## src/rtl/muldiv_pkg.sv

```systemverilog
// Shared constants and types for the RV64M iterative multiply/divide unit.
package muldiv_pkg;

  localparam int XLEN = 64;

  localparam logic [6:0] F7_MULDIV = 7'b0000001;

  localparam logic [2:0] F3_MUL    = 3'b000;
  localparam logic [2:0] F3_MULH   = 3'b001;
  localparam logic [2:0] F3_MULHSU = 3'b010;
  localparam logic [2:0] F3_MULHU  = 3'b011;
  localparam logic [2:0] F3_DIV    = 3'b100;
  localparam logic [2:0] F3_DIVU   = 3'b101;
  localparam logic [2:0] F3_REM    = 3'b110;
  localparam logic [2:0] F3_REMU   = 3'b111;

  typedef enum logic [1:0] {
    IDLE,
    CALC,
    FIX,
    DONE
  } state_t;

endpackage

```

## src/rtl/ex_muldiv_if.sv

```systemverilog
// ID/EX-side request and EX/MEM-side response bundle of ex_muldiv.
interface ex_muldiv_if;
  import muldiv_pkg::*;

  logic            start_in;
  logic            flush_in;
  logic [2:0]      func3_in;
  logic [XLEN-1:0] R1out_in;
  logic [XLEN-1:0] R2out_in;
  logic [4:0]      WReg1_in;
  logic            WRegEn_in;
  logic            stall_out;
  logic            done_out;
  logic [XLEN-1:0] result_out;
  logic [4:0]      WReg1_out;
  logic            WRegEn_out;

  modport master (
    output start_in, flush_in, func3_in,
    output R1out_in, R2out_in,
    output WReg1_in, WRegEn_in,
    input  stall_out, done_out, result_out,
    input  WReg1_out, WRegEn_out
  );

  modport slave (
    input  start_in, flush_in, func3_in,
    input  R1out_in, R2out_in,
    input  WReg1_in, WRegEn_in,
    output stall_out, done_out, result_out,
    output WReg1_out, WRegEn_out
  );

endinterface

```

## src/rtl/cond_negate.sv

```systemverilog
// Two's-complement conditional negation: out = neg ? -in : in.
module cond_negate #(
  parameter int XLEN = muldiv_pkg::XLEN
) (
  input  logic [XLEN-1:0] in,
  input  logic            neg,
  output logic [XLEN-1:0] out
);

  assign out = neg ? -in : in;

endmodule

```

## src/rtl/ex_muldiv.sv

```systemverilog
// Iterative RV64M multiply/divide unit (shift-add / restoring divide).
// Define MULDIV_FAST_SPECIAL_EN to finish div-by-zero, overflow and zero-multiply ops in one cycle.
module ex_muldiv
  import muldiv_pkg::*;
(
  input  logic        CLK,
  input  logic        RST,
  ex_muldiv_if.slave  io
);

  localparam logic [XLEN-1:0] MIN =
    {1'b1, {(XLEN-1){1'b0}}};

  state_t            st;
  logic [5:0]        cnt;
  logic [2:0]        f3;
  logic              wen;
  logic              s1;
  logic              s2;
  logic              sp_hit;
  logic [XLEN-1:0]   sp_val;
  logic [XLEN-1:0]   m;
  logic [2*XLEN-1:0] acc;

  logic [2:0]        fi;
  logic              sg1;
  logic              sg2;
  logic              n1;
  logic              n2;
  logic              dz;
  logic              ovf;
  logic              fast;
  logic              start_ok;
  logic [XLEN-1:0]   a_mag;
  logic [XLEN-1:0]   b_mag;
  logic [XLEN-1:0]   sp_nxt;

  assign fi       = io.func3_in;
  assign start_ok = (st == IDLE) & io.start_in
                  & ~io.flush_in;

  assign io.stall_out = ((st == IDLE) & io.start_in)
                      | (st == CALC)
                      | (st == FIX);

  always_comb begin
    sg1 = 1'b0;
    sg2 = 1'b0;
    unique case (fi)
      F3_MULH, F3_DIV, F3_REM: begin
        sg1 = 1'b1;
        sg2 = 1'b1;
      end
      F3_MULHSU: sg1 = 1'b1;
      default: ;
    endcase
  end

  assign n1 = sg1 & io.R1out_in[XLEN-1];
  assign n2 = sg2 & io.R2out_in[XLEN-1];

  cond_negate #(.XLEN(XLEN)) u_abs1 (
    .in  (io.R1out_in),
    .neg (n1),
    .out (a_mag)
  );

  cond_negate #(.XLEN(XLEN)) u_abs2 (
    .in  (io.R2out_in),
    .neg (n2),
    .out (b_mag)
  );

  assign dz  = fi[2] & (io.R2out_in == '0);
  assign ovf = ((fi == F3_DIV) | (fi == F3_REM))
             & (io.R1out_in == MIN)
             & (io.R2out_in == '1);

  // Architecturally defined results; fi[1] selects REM over DIV.
  always_comb begin
    sp_nxt = '0;
    unique case (1'b1)
      dz:  sp_nxt = fi[1] ? io.R1out_in : '1;
      ovf: sp_nxt = fi[1] ? '0 : io.R1out_in;
      default: sp_nxt = '0;
    endcase
  end

`ifdef MULDIV_FAST_SPECIAL_EN
  logic mz;
  assign mz   = ~fi[2] & ((io.R1out_in == '0)
                        | (io.R2out_in == '0));
  assign fast = dz | ovf | mz;
`else
  assign fast = 1'b0;
`endif

  // acc low half holds multiplier (mul) or dividend/quotient (div).
  logic [XLEN:0]     sum;
  logic [2*XLEN-1:0] mul_nxt;
  logic [XLEN+1:0]   trial;
  logic [2*XLEN-1:0] div_nxt;

  assign sum = {1'b0, acc[2*XLEN-1:XLEN]}
             + (acc[0] ? {1'b0, m} : '0);
  assign mul_nxt = {sum, acc[XLEN-1:1]};

  assign trial = {1'b0, acc[2*XLEN-1:XLEN-1]}
               - {2'b00, m};
  assign div_nxt = trial[XLEN+1]
    ? {acc[2*XLEN-2:0], 1'b0}
    : {trial[XLEN-1:0], acc[XLEN-2:0], 1'b1};

  logic [2*XLEN-1:0] fix_in;
  logic [2*XLEN-1:0] fix_out;
  logic              fix_neg;
  logic [XLEN-1:0]   fix_res;
  logic [XLEN-1:0]   fin_res;

  always_comb begin
    fix_in  = acc;
    fix_neg = s1 ^ s2;
    unique case (1'b1)
      f3[2] & f3[1]: begin
        fix_in  = {{XLEN{1'b0}}, acc[2*XLEN-1:XLEN]};
        fix_neg = s1;
      end
      f3[2] & ~f3[1]:
        fix_in = {{XLEN{1'b0}}, acc[XLEN-1:0]};
      default: ;
    endcase
  end

  cond_negate #(.XLEN(2*XLEN)) u_fix (
    .in  (fix_in),
    .neg (fix_neg),
    .out (fix_out)
  );

  assign fix_res = ((f3 == F3_MUL) | f3[2])
                 ? fix_out[XLEN-1:0]
                 : fix_out[2*XLEN-1:XLEN];
  assign fin_res = sp_hit ? sp_val : fix_res;

  always_ff @(posedge CLK) begin
    if (!RST) begin
      st            <= IDLE;
      cnt           <= '0;
      f3            <= '0;
      wen           <= 1'b0;
      s1            <= 1'b0;
      s2            <= 1'b0;
      sp_hit        <= 1'b0;
      sp_val        <= '0;
      m             <= '0;
      acc           <= '0;
      io.result_out <= '0;
      io.WReg1_out  <= '0;
      io.WRegEn_out <= 1'b0;
      io.done_out   <= 1'b0;
    end else begin
      io.done_out   <= 1'b0;
      io.WRegEn_out <= 1'b0;
      if ((st != IDLE) && io.flush_in) begin
        st  <= IDLE;
        cnt <= '0;
      end else begin
        unique case (st)
          IDLE: begin
            if (start_ok) begin
              f3           <= fi;
              wen          <= io.WRegEn_in;
              s1           <= n1;
              s2           <= n2;
              sp_hit       <= dz | ovf;
              sp_val       <= sp_nxt;
              io.WReg1_out <= io.WReg1_in;
              cnt          <= '0;
              m   <= fi[2] ? b_mag : a_mag;
              acc <= {{XLEN{1'b0}},
                      fi[2] ? a_mag : b_mag};
              if (fast) begin
                st            <= DONE;
                io.result_out <= sp_nxt;
                io.done_out   <= 1'b1;
                io.WRegEn_out <= io.WRegEn_in;
              end else begin
                st <= CALC;
              end
            end
          end
          CALC: begin
            acc <= f3[2] ? div_nxt : mul_nxt;
            cnt <= cnt + 6'd1;
            if (cnt == 6'(XLEN-1))
              st <= FIX;
          end
          FIX: begin
            io.result_out <= fin_res;
            io.done_out   <= 1'b1;
            io.WRegEn_out <= wen;
            st            <= DONE;
          end
          DONE: st <= IDLE;
          default: st <= IDLE;
        endcase
      end
    end
  end

endmodule

```

## src/flat_wrapper.sv

```systemverilog
// flat-port wrapper written by rule: the top's interface ports become plain ports
module ex_muldiv_flat import muldiv_pkg::*;
  (CLK, RST, io_start_in, io_flush_in, io_func3_in, io_R1out_in, io_R2out_in, io_WReg1_in, io_WRegEn_in, io_stall_out, io_done_out, io_result_out, io_WReg1_out, io_WRegEn_out);
  ex_muldiv_if io_i ();
  input  logic CLK;
  input  logic RST;
  input wire logic [$bits(io_i.start_in)-1:0] io_start_in;
  input wire logic [$bits(io_i.flush_in)-1:0] io_flush_in;
  input wire logic [$bits(io_i.func3_in)-1:0] io_func3_in;
  input wire logic [$bits(io_i.R1out_in)-1:0] io_R1out_in;
  input wire logic [$bits(io_i.R2out_in)-1:0] io_R2out_in;
  input wire logic [$bits(io_i.WReg1_in)-1:0] io_WReg1_in;
  input wire logic [$bits(io_i.WRegEn_in)-1:0] io_WRegEn_in;
  output wire logic [$bits(io_i.stall_out)-1:0] io_stall_out;
  output wire logic [$bits(io_i.done_out)-1:0] io_done_out;
  output wire logic [$bits(io_i.result_out)-1:0] io_result_out;
  output wire logic [$bits(io_i.WReg1_out)-1:0] io_WReg1_out;
  output wire logic [$bits(io_i.WRegEn_out)-1:0] io_WRegEn_out;
  assign io_i.start_in = io_start_in;
  assign io_i.flush_in = io_flush_in;
  assign io_i.func3_in = io_func3_in;
  assign io_i.R1out_in = io_R1out_in;
  assign io_i.R2out_in = io_R2out_in;
  assign io_i.WReg1_in = io_WReg1_in;
  assign io_i.WRegEn_in = io_WRegEn_in;
  assign io_stall_out = io_i.stall_out;
  assign io_done_out = io_i.done_out;
  assign io_result_out = io_i.result_out;
  assign io_WReg1_out = io_i.WReg1_out;
  assign io_WRegEn_out = io_i.WRegEn_out;
  ex_muldiv u_core (.CLK(CLK), .RST(RST), .io(io_i));
endmodule
```

## config.mk

```make
export PLATFORM = sky130hd
export DESIGN_NAME = ex_muldiv_flat
export DESIGN_NICKNAME = d
export VERILOG_FILES = /design/src/rtl/muldiv_pkg.sv /design/src/rtl/ex_muldiv_if.sv /design/src/rtl/cond_negate.sv /design/src/rtl/ex_muldiv.sv /design/src/flat_wrapper.sv
export SDC_FILE = /design/constraint.sdc
export NUM_CORES = 2
export LEC_CHECK = 0
export ABC_CLOCK_PERIOD_IN_PS = 8010
export BUFFER_PORTS_ARGS = -buffer_cell sky130_fd_sc_hd__buf_2
export CAP_MARGIN = 15
export CORE_AREA = 2 2 284 342
export CTS_BUF_LIST = sky130_fd_sc_hd__clkbuf_8 sky130_fd_sc_hd__clkbuf_16
export CTS_CLUSTER_SIZE = 10
export DETAILED_ROUTE_END_ITERATION = 16
export DIE_AREA = 0 0 286 344
export GPL_ROUTABILITY_DRIVEN = 0
export PLACE_DENSITY = 0.58
export SLEW_MARGIN = 20
export SYNTH_ARGS = -nofsm -noshare
export SYNTH_HDL_FRONTEND = slang
export SYNTH_SLANG_ARGS = --single-unit
export TNS_END_PERCENT = 30
```

## constraint.sdc

```tcl
create_clock -name CLK -period 8.01 [get_ports CLK]
set_input_delay 0.801 -clock CLK [delete_from_list [all_inputs] [get_ports CLK]]
set_output_delay 0.801 -clock CLK [all_outputs]
set_load 0.02 [all_outputs]
```

======== After elaboration in Yosys (flattened, before gate mapping) ========
Cells that the tools add are included.
storage, ports and cells
  register bits after elaboration ......... 342
  input port bits ......................... 141
  output and inout port bits .............. 72
  word-level logic and storage cells ...... 92
cells by class
  add/sub/neg operators ................... 6
  equality and inequality tests ........... 12
  multiplexer cells ....................... 25
  bitwise gates (word level) .............. 20
  reductions and logical operators ........ 15
operators with widths
  kind                    count
  $mux W64                9
  $mux W128               4
  $pmux W128 S2           2
  $eq A64 B64 Y1 const B  2
  $neg A128 Y128          1
  $neg A64 Y64            2
  $pmux W64 S2            1
  $sub A65 B64 Y66        1
  $add A64 B65 Y65        1
  $logic_not A64 Y1       1
  $pmux W6 S2             1
  $and A1 B1 Y1           9
  $pmux W2 S4             1
  $add A6 B1 Y6 const B   1
  $eq A3 B3 Y1 const B    2
  $eq A6 B6 Y1 const B    1
  $mux W6                 1
  $reduce_and A2 Y1       3
  $reduce_and A3 Y1       2
  $reduce_or A3 Y1        2
  $not A1 Y1              5
  $or A1 B1 Y1            5
  $eq A2 B2 Y1 const B    2
  $mux W1                 4
  other kinds (13)        15

======== Depth between registers and ports, before layout ========
  depth after elaboration ................. 8
  gate-level depth with buffers ........... 25
  gate-level depth less buffers ........... 15

======== Modules after synthesis ========
A second synthesis with hierarchy kept.
second synthesis, totals
  cell total of the unflattened synthesis .. 4395
  area total of the unflattened synthesis .. 32597.5 um^2
modules (own cells, without submodules)
  module                           times used  cells each  area an instance (um^2)  sequential area each (um^2)
  ex_muldiv                        1           3460        26090.0                  6846.6
  cond_negate (u_core.u_fix)       1           539         3599.7                   0.0
  cond_negate (u_core.u_abs1 ...)  2           198         1453.9                   0.0

======== Worst setup path before layout ========
OpenSTA, ideal clock, no wires.
  path kind ............................... flip-flop to flip-flop
  start point ............................. register u_core.f3[2]
  end point ............................... register u_core.io.result_out[56]
  arrival time ............................ 5.544 ns
  data required time ...................... 7.888 ns
  slack ................................... 2.344 ns
  cell stages (with the launch flop) ...... 24
  path buffers ............................ 9
  cells stage by stage .................... dfxtp_1 > buf_6 > and2_1 > buf_4 > buf_4 > buf_4 > buf_2 > buf_2 > buf_1 > clkbuf_1 > buf_1 > mux2i_1 > ha_1 > inv_1 > a211oi_1 > and4_1 > nand3_1 > or4_4 > nor4_4 > nand3_2 > nor2_2 > mux2_1 > o221ai_2 > a21oi_2
on the way
  word-level cells in the longest chain between the ends .. 6
RTL lines
  what                                     RTL line                            RTL
  from (decl)                              ex_muldiv.sv:16                     logic [2:0] f3;
  from (signal assigned)                   ex_muldiv.sv:171                    f3 <= fi;
  $and A1 B1 Y1, on equally long branches  ex_muldiv.sv:128, ex_muldiv.sv:124
  $pmux W128 S2                            ex_muldiv.sv:123                    unique case (1'b1)
  $neg A128 Y128                           cond_negate.sv:10                   assign out = neg ? -in : in;
  $mux W128                                cond_negate.sv:10
  $mux W64 *                               ex_muldiv.sv:141                    ? fix_out[XLEN-1:0]
  $mux W64 *                               ex_muldiv.sv:143                    assign fin_res = sp_hit ? sp_val : fix_res;
  to (signal assigned)                     ex_muldiv.sv:184                    io.result_out <= sp_nxt;
  to (signal assigned)                     ex_muldiv.sv:199                    io.result_out <= fin_res;
  to (decl)                                ex_muldiv_if.sv:30                  output stall_out, done_out, result_out,
Every way passes the cells marked *; elsewhere a longest branch is shown, timed or not.
A chain may end at the register's enable or synchronous reset.

======== Final worst setup path ========
  start point ............................. register u_core.f3[2]
  end point ............................... register u_core.io.result_out[44]
Same word-level chain as after synthesis.

==> insert_results.sql <==
INSERT INTO impl_metrics (metric_group, metric, value, unit) VALUES
('synthesis', 'number_of_synthesized_register_bits', '342', ''),
('status', 'outcome', 'finished clean', ''),
('timing', 'finalSetupViolCount', '0', ''),
('clocking', 'cts_setup_buffers', '0', ''),
('timing', 'setup_tns', '0', 'ns'),
('critical_path', 'path_cells', 'and2_4 -> buf_4 -> o221ai_1 -> nor4b_1 -> and2_1 -> nand4_1 -> nor3_1 -> nand2_1 -> o31ai_1 -> o21ai_0 -> a221oi_1', ''),
('critical_path', 'path_class', 'flop to flop', ''),
('final_layout', 'final_net_count', '4989', ''),
('power_and_ir_drop', 'vdd_drop_max', '231.4', 'uV'),
('critical_path', 'timing.critical_path.from', 'u_core.f3[2]$_SDFFE_PN0P_', ''),
('routing', 'route.detailed.wl_per_inst', '27.49', 'um'),
('global_routing', 'antenna_found_initial', '20', ''),
('synthesis', 'yosys.area.top_type', 'sky130_fd_sc_hd__dfxtp_1', ''),
('floorplan', 'fp.dieArea', '0.09838', 'mm2'),
('synthesis', 'yosysUniqueCellTypes', '99', ''),
('routing', 'drt_first_pass_iters', '6', ''),
('critical_path', 'cp_slowest_stage_delay', '1.02', 'ns'),
('routing', 'totalWireLength', '165000', 'um'),
('timing', 'post-route-min-period', '6.050', 'ns'),
('synthesis', 'netlist_instances', '4751', ''),
('critical_path', 'worst_ep_arrival_time', '6.59', 'ns'),
('clocking', 'clkLatencyLatePin', '0.65', 'ns'),
('synthesis', 'synth_most_common_cell', 'sky130_fd_sc_hd__a21oi_1', ''),
('critical_path', 'critical_path.top_delay_family', 'simple AND/OR/NAND/NOR gates', ''),
('final_layout', 'flow.area_growth_from_synthesis', '9.789', '%'),
('timing', 'grt_setup_unrepaired', 'false', ''),
('critical_path', 'path_depth_of_the_worst_reg2reg_path', '11', ''),
('clocking', 'cts_buffer_depth', '3', ''),
('global_routing', 'grt.total_usage', '32.22', '%'),
('critical_path', 'critPathRequiredTime', '8.55', 'ns'),
('global_routing', 'pin_count_of_the_biggest_net_entering_global_routing', '164', ''),
('power_and_ir_drop', 'power.density_cell_area', '250.5', 'mW/mm2'),
('clocking', 'cts.hold.buffers_added', '0', ''),
('synthesis', 'yosys_warnings', '0', ''),
('timing', 'timing.final.crit_share', '75.53', '%'),
('critical_path', 'endpoint', 'u_core.io.result_out[44]$_SDFFE_PN0P_', ''),
('timing', 'hold_ws', '0.3846', 'ns'),
('timing', 'timing.final.hold_violations', '0', ''),
('clocking', 'tritoncts', 'built', ''),
('timing', 'timing.clock.skew', '0.04014', 'ns'),
('synthesis', 'synth.cells.most_frequent', 'sky130_fd_sc_hd__a21oi_1, sky130_fd_sc_hd__nand2_1, sky130_fd_sc_hd__nor2_1, sky130_fd_sc_hd__o21ai_0, sky130_fd_sc_hd__dfxtp_1', ''),
('critical_path', 'worst-path-buf-inv', '1', ''),
('synthesis', 'post-synth-top-area-fraction', '20.75', '%'),
('critical_path', 'critical_path.reg2reg.startpoint', 'u_core.f3[2]$_SDFFE_PN0P_', ''),
('critical_path', 'setup.worst_path.start_class', 'flop', ''),
('worst_hold_path', 'worst_hold_startpoint', 'io_WReg1_in[1]', ''),
('floorplan', 'die-width', '286', 'um'),
('synthesis', 'post_synth_instance_area', '0.03299', 'mm2'),
('critical_path', 'critical_path.reg2reg.endpoint', 'u_core.io.result_out[44]$_SDFFE_PN0P_', ''),
('final_layout', 'fraction_of_final_layout_cells_sized_beyond_drive_strength_1', '9.837', '%'),
('routing', 'viasPerCell', '6.336', ''),
('clocking', 'ctsRootBufferMaster', 'sky130_fd_sc_hd__clkbuf_16', ''),
('power_and_ir_drop', 'total_power', '9072', 'uW'),
('routing', 'drt_iter0_drc', '5004', ''),
('synthesis', 'synth-edff-count', '0', ''),
('global_routing', 'grt_pass1_vias', '34830', ''),
('critical_path', 'path_depth', '11', ''),
('power_and_ir_drop', 'leakage', '0.01385', 'uW'),
('final_layout', 'fill_cells', '10250', ''),
('timing', 'slew_headroom', '21.06', '%'),
('floorplan', 'start_util', '34.74', '%'),
('clocking', 'cts-resized-gates', '0', ''),
('worst_hold_path', 'min-delay-path-class', 'primary input to flop', ''),
('routing', 'ant_nets', '0', ''),
('clocking', 'clk_pin_slew_worst_paths', '0.06', 'ns'),
('timing', 'maxSlewViolCount', '0', ''),
('synthesis', 'synth-seq-area-share', '20.75', '%'),
('critical_path', 'timing.critical_path.fanout_max', '58', ''),
('run', 'max_cap_violations', '0', ''),
('timing', 'tightest_slew', '1.175', 'ns'),
('clocking', 'htree_levels', '2', '');
## state kept, by name (all words and copies together) (netlist names), 2 cells and up
register / cells
u_core.io.WReg1_out: 5
u_core.sp_val: 64
u_core.cnt: 6
u_core.acc: 128
u_core.st: 2
u_core.m: 64
u_core.f3: 3
u_core.io.result_out: 64
## worst min path at each step
stage	endpoint	slack, ns	depth (start not counted)
6_report	u_core.io.WReg1_out[1]$_SDFFE_PN0P_	0.38	3
5_1_grt	u_core.io.WReg1_out[0]$_SDFFE_PN0P_	0.40	3
4_1_cts	u_core.io.WReg1_out[0]$_SDFFE_PN0P_	0.39	3
3_5_place_dp	u_core.m[59]$_SDFFE_PN0P_	0.43	2
3_3_place_gp	u_core.m[59]$_SDFFE_PN0P_	0.43	2
2_1_floorplan	u_core.m[59]$_SDFFE_PN0P_	0.42	2
## tightest hold or removal path: stages
cell and delay (ns):
sky130_fd_sc_hd__buf_2 0.09, sky130_fd_sc_hd__nand2_1 0.05, sky130_fd_sc_hd__a21oi_1 0.05
## placed cells by master, fill, tap and decap left out, types with 26 or more instances in the layout
cell type / n
sky130_fd_sc_hd__xnor2_1: 190
sky130_fd_sc_hd__o21a_1: 44
sky130_fd_sc_hd__a31oi_1: 48
sky130_fd_sc_hd__dfxtp_1: 339
sky130_fd_sc_hd__o31ai_1: 47
sky130_fd_sc_hd__nand2b_1: 86
sky130_fd_sc_hd__o211ai_1: 72
sky130_fd_sc_hd__and3_1: 38
sky130_fd_sc_hd__a22o_1: 29
sky130_fd_sc_hd__and2_1: 27
sky130_fd_sc_hd__a221oi_1: 38
sky130_fd_sc_hd__inv_1: 151
sky130_fd_sc_hd__nor4_1: 51
sky130_fd_sc_hd__nand2_1: 504
sky130_fd_sc_hd__a21oi_1: 548
sky130_fd_sc_hd__ha_1: 136
sky130_fd_sc_hd__nor3_1: 108
sky130_fd_sc_hd__buf_4: 80
sky130_fd_sc_hd__mux2i_1: 89
sky130_fd_sc_hd__o221ai_1: 26
sky130_fd_sc_hd__or3_1: 35
sky130_fd_sc_hd__xor2_1: 146
sky130_fd_sc_hd__clkbuf_16: 42
sky130_fd_sc_hd__nor2_1: 449
sky130_fd_sc_hd__nand4_1: 62
sky130_fd_sc_hd__buf_2: 210
sky130_fd_sc_hd__o21ai_0: 359
sky130_fd_sc_hd__or2_2: 26
sky130_fd_sc_hd__a211oi_1: 92
sky130_fd_sc_hd__a21o_1: 62
sky130_fd_sc_hd__mux2_2: 38
sky130_fd_sc_hd__nand3_1: 162
## final cells by class
cell class | instances | share of cell area, %
inverters | 147 | 1.530
clock inverters | 13 | 0.3420
well taps | 1260 | 4.353
multi-input cells | 3883 | 66.90
flip-flops and latches | 342 | 18.92
diodes | 14 | 0.09673
repair buffers | 293 | 4.691
clock buffers | 49 | 3.168
## routing by layer
layer | global-route usage, % | share of wire, % | vias up
met2 | 48.68 | 42 | 2392
met3 | 9.034 | 11 | 622
met4 | 25.32 | 9.1 | 16
met5 | 0 | 0.064 | -
met1 | 38.48 | 37 | 17820
li1 | - | - | 17180
## stage by stage
stage	instance area (um2)	cells	util [%]	setup slack [ns]
floorplan	32990	4751	-	2.344
global placement	34890	5924	36.75	2.408
detailed placement	34890	5924	36.75	2.316
CTS	36160	5986	38.09	2.330
global route	36190	5988	38.11	1.821
finish	36220	6001	38.15	1.960
## where the power goes
part           switching, uW  internal (uW)  leakage, uW
clock                    857           1050     0.000654
sequential               364           1930      0.00277
combinational           3320           1560       0.0104
## cell families (layout without fill, tap and decap cells)
| family | after synthesis | count (layout) | synth area share, % |
|---|---|---|---|
| adder cells (fa/ha/maj) | 139 | 139 | 5.317 |
| AND/OR/NAND/NOR | 1678 | 1678 | 24.26 |
| AO/OA/AOI/OAI | 1598 | 1598 | 30.36 |
| multiplexers | 128 | 128 | 4.032 |
| buffers and inverters | 526 | 502 | 6.258 |
| other | 0 | 14 | 0 |
| XOR/XNOR | 340 | 340 | 9.026 |
| flip-flops | 342 | 342 | 20.75 |
Note: power is estimated with default switching activity, not from simulation.
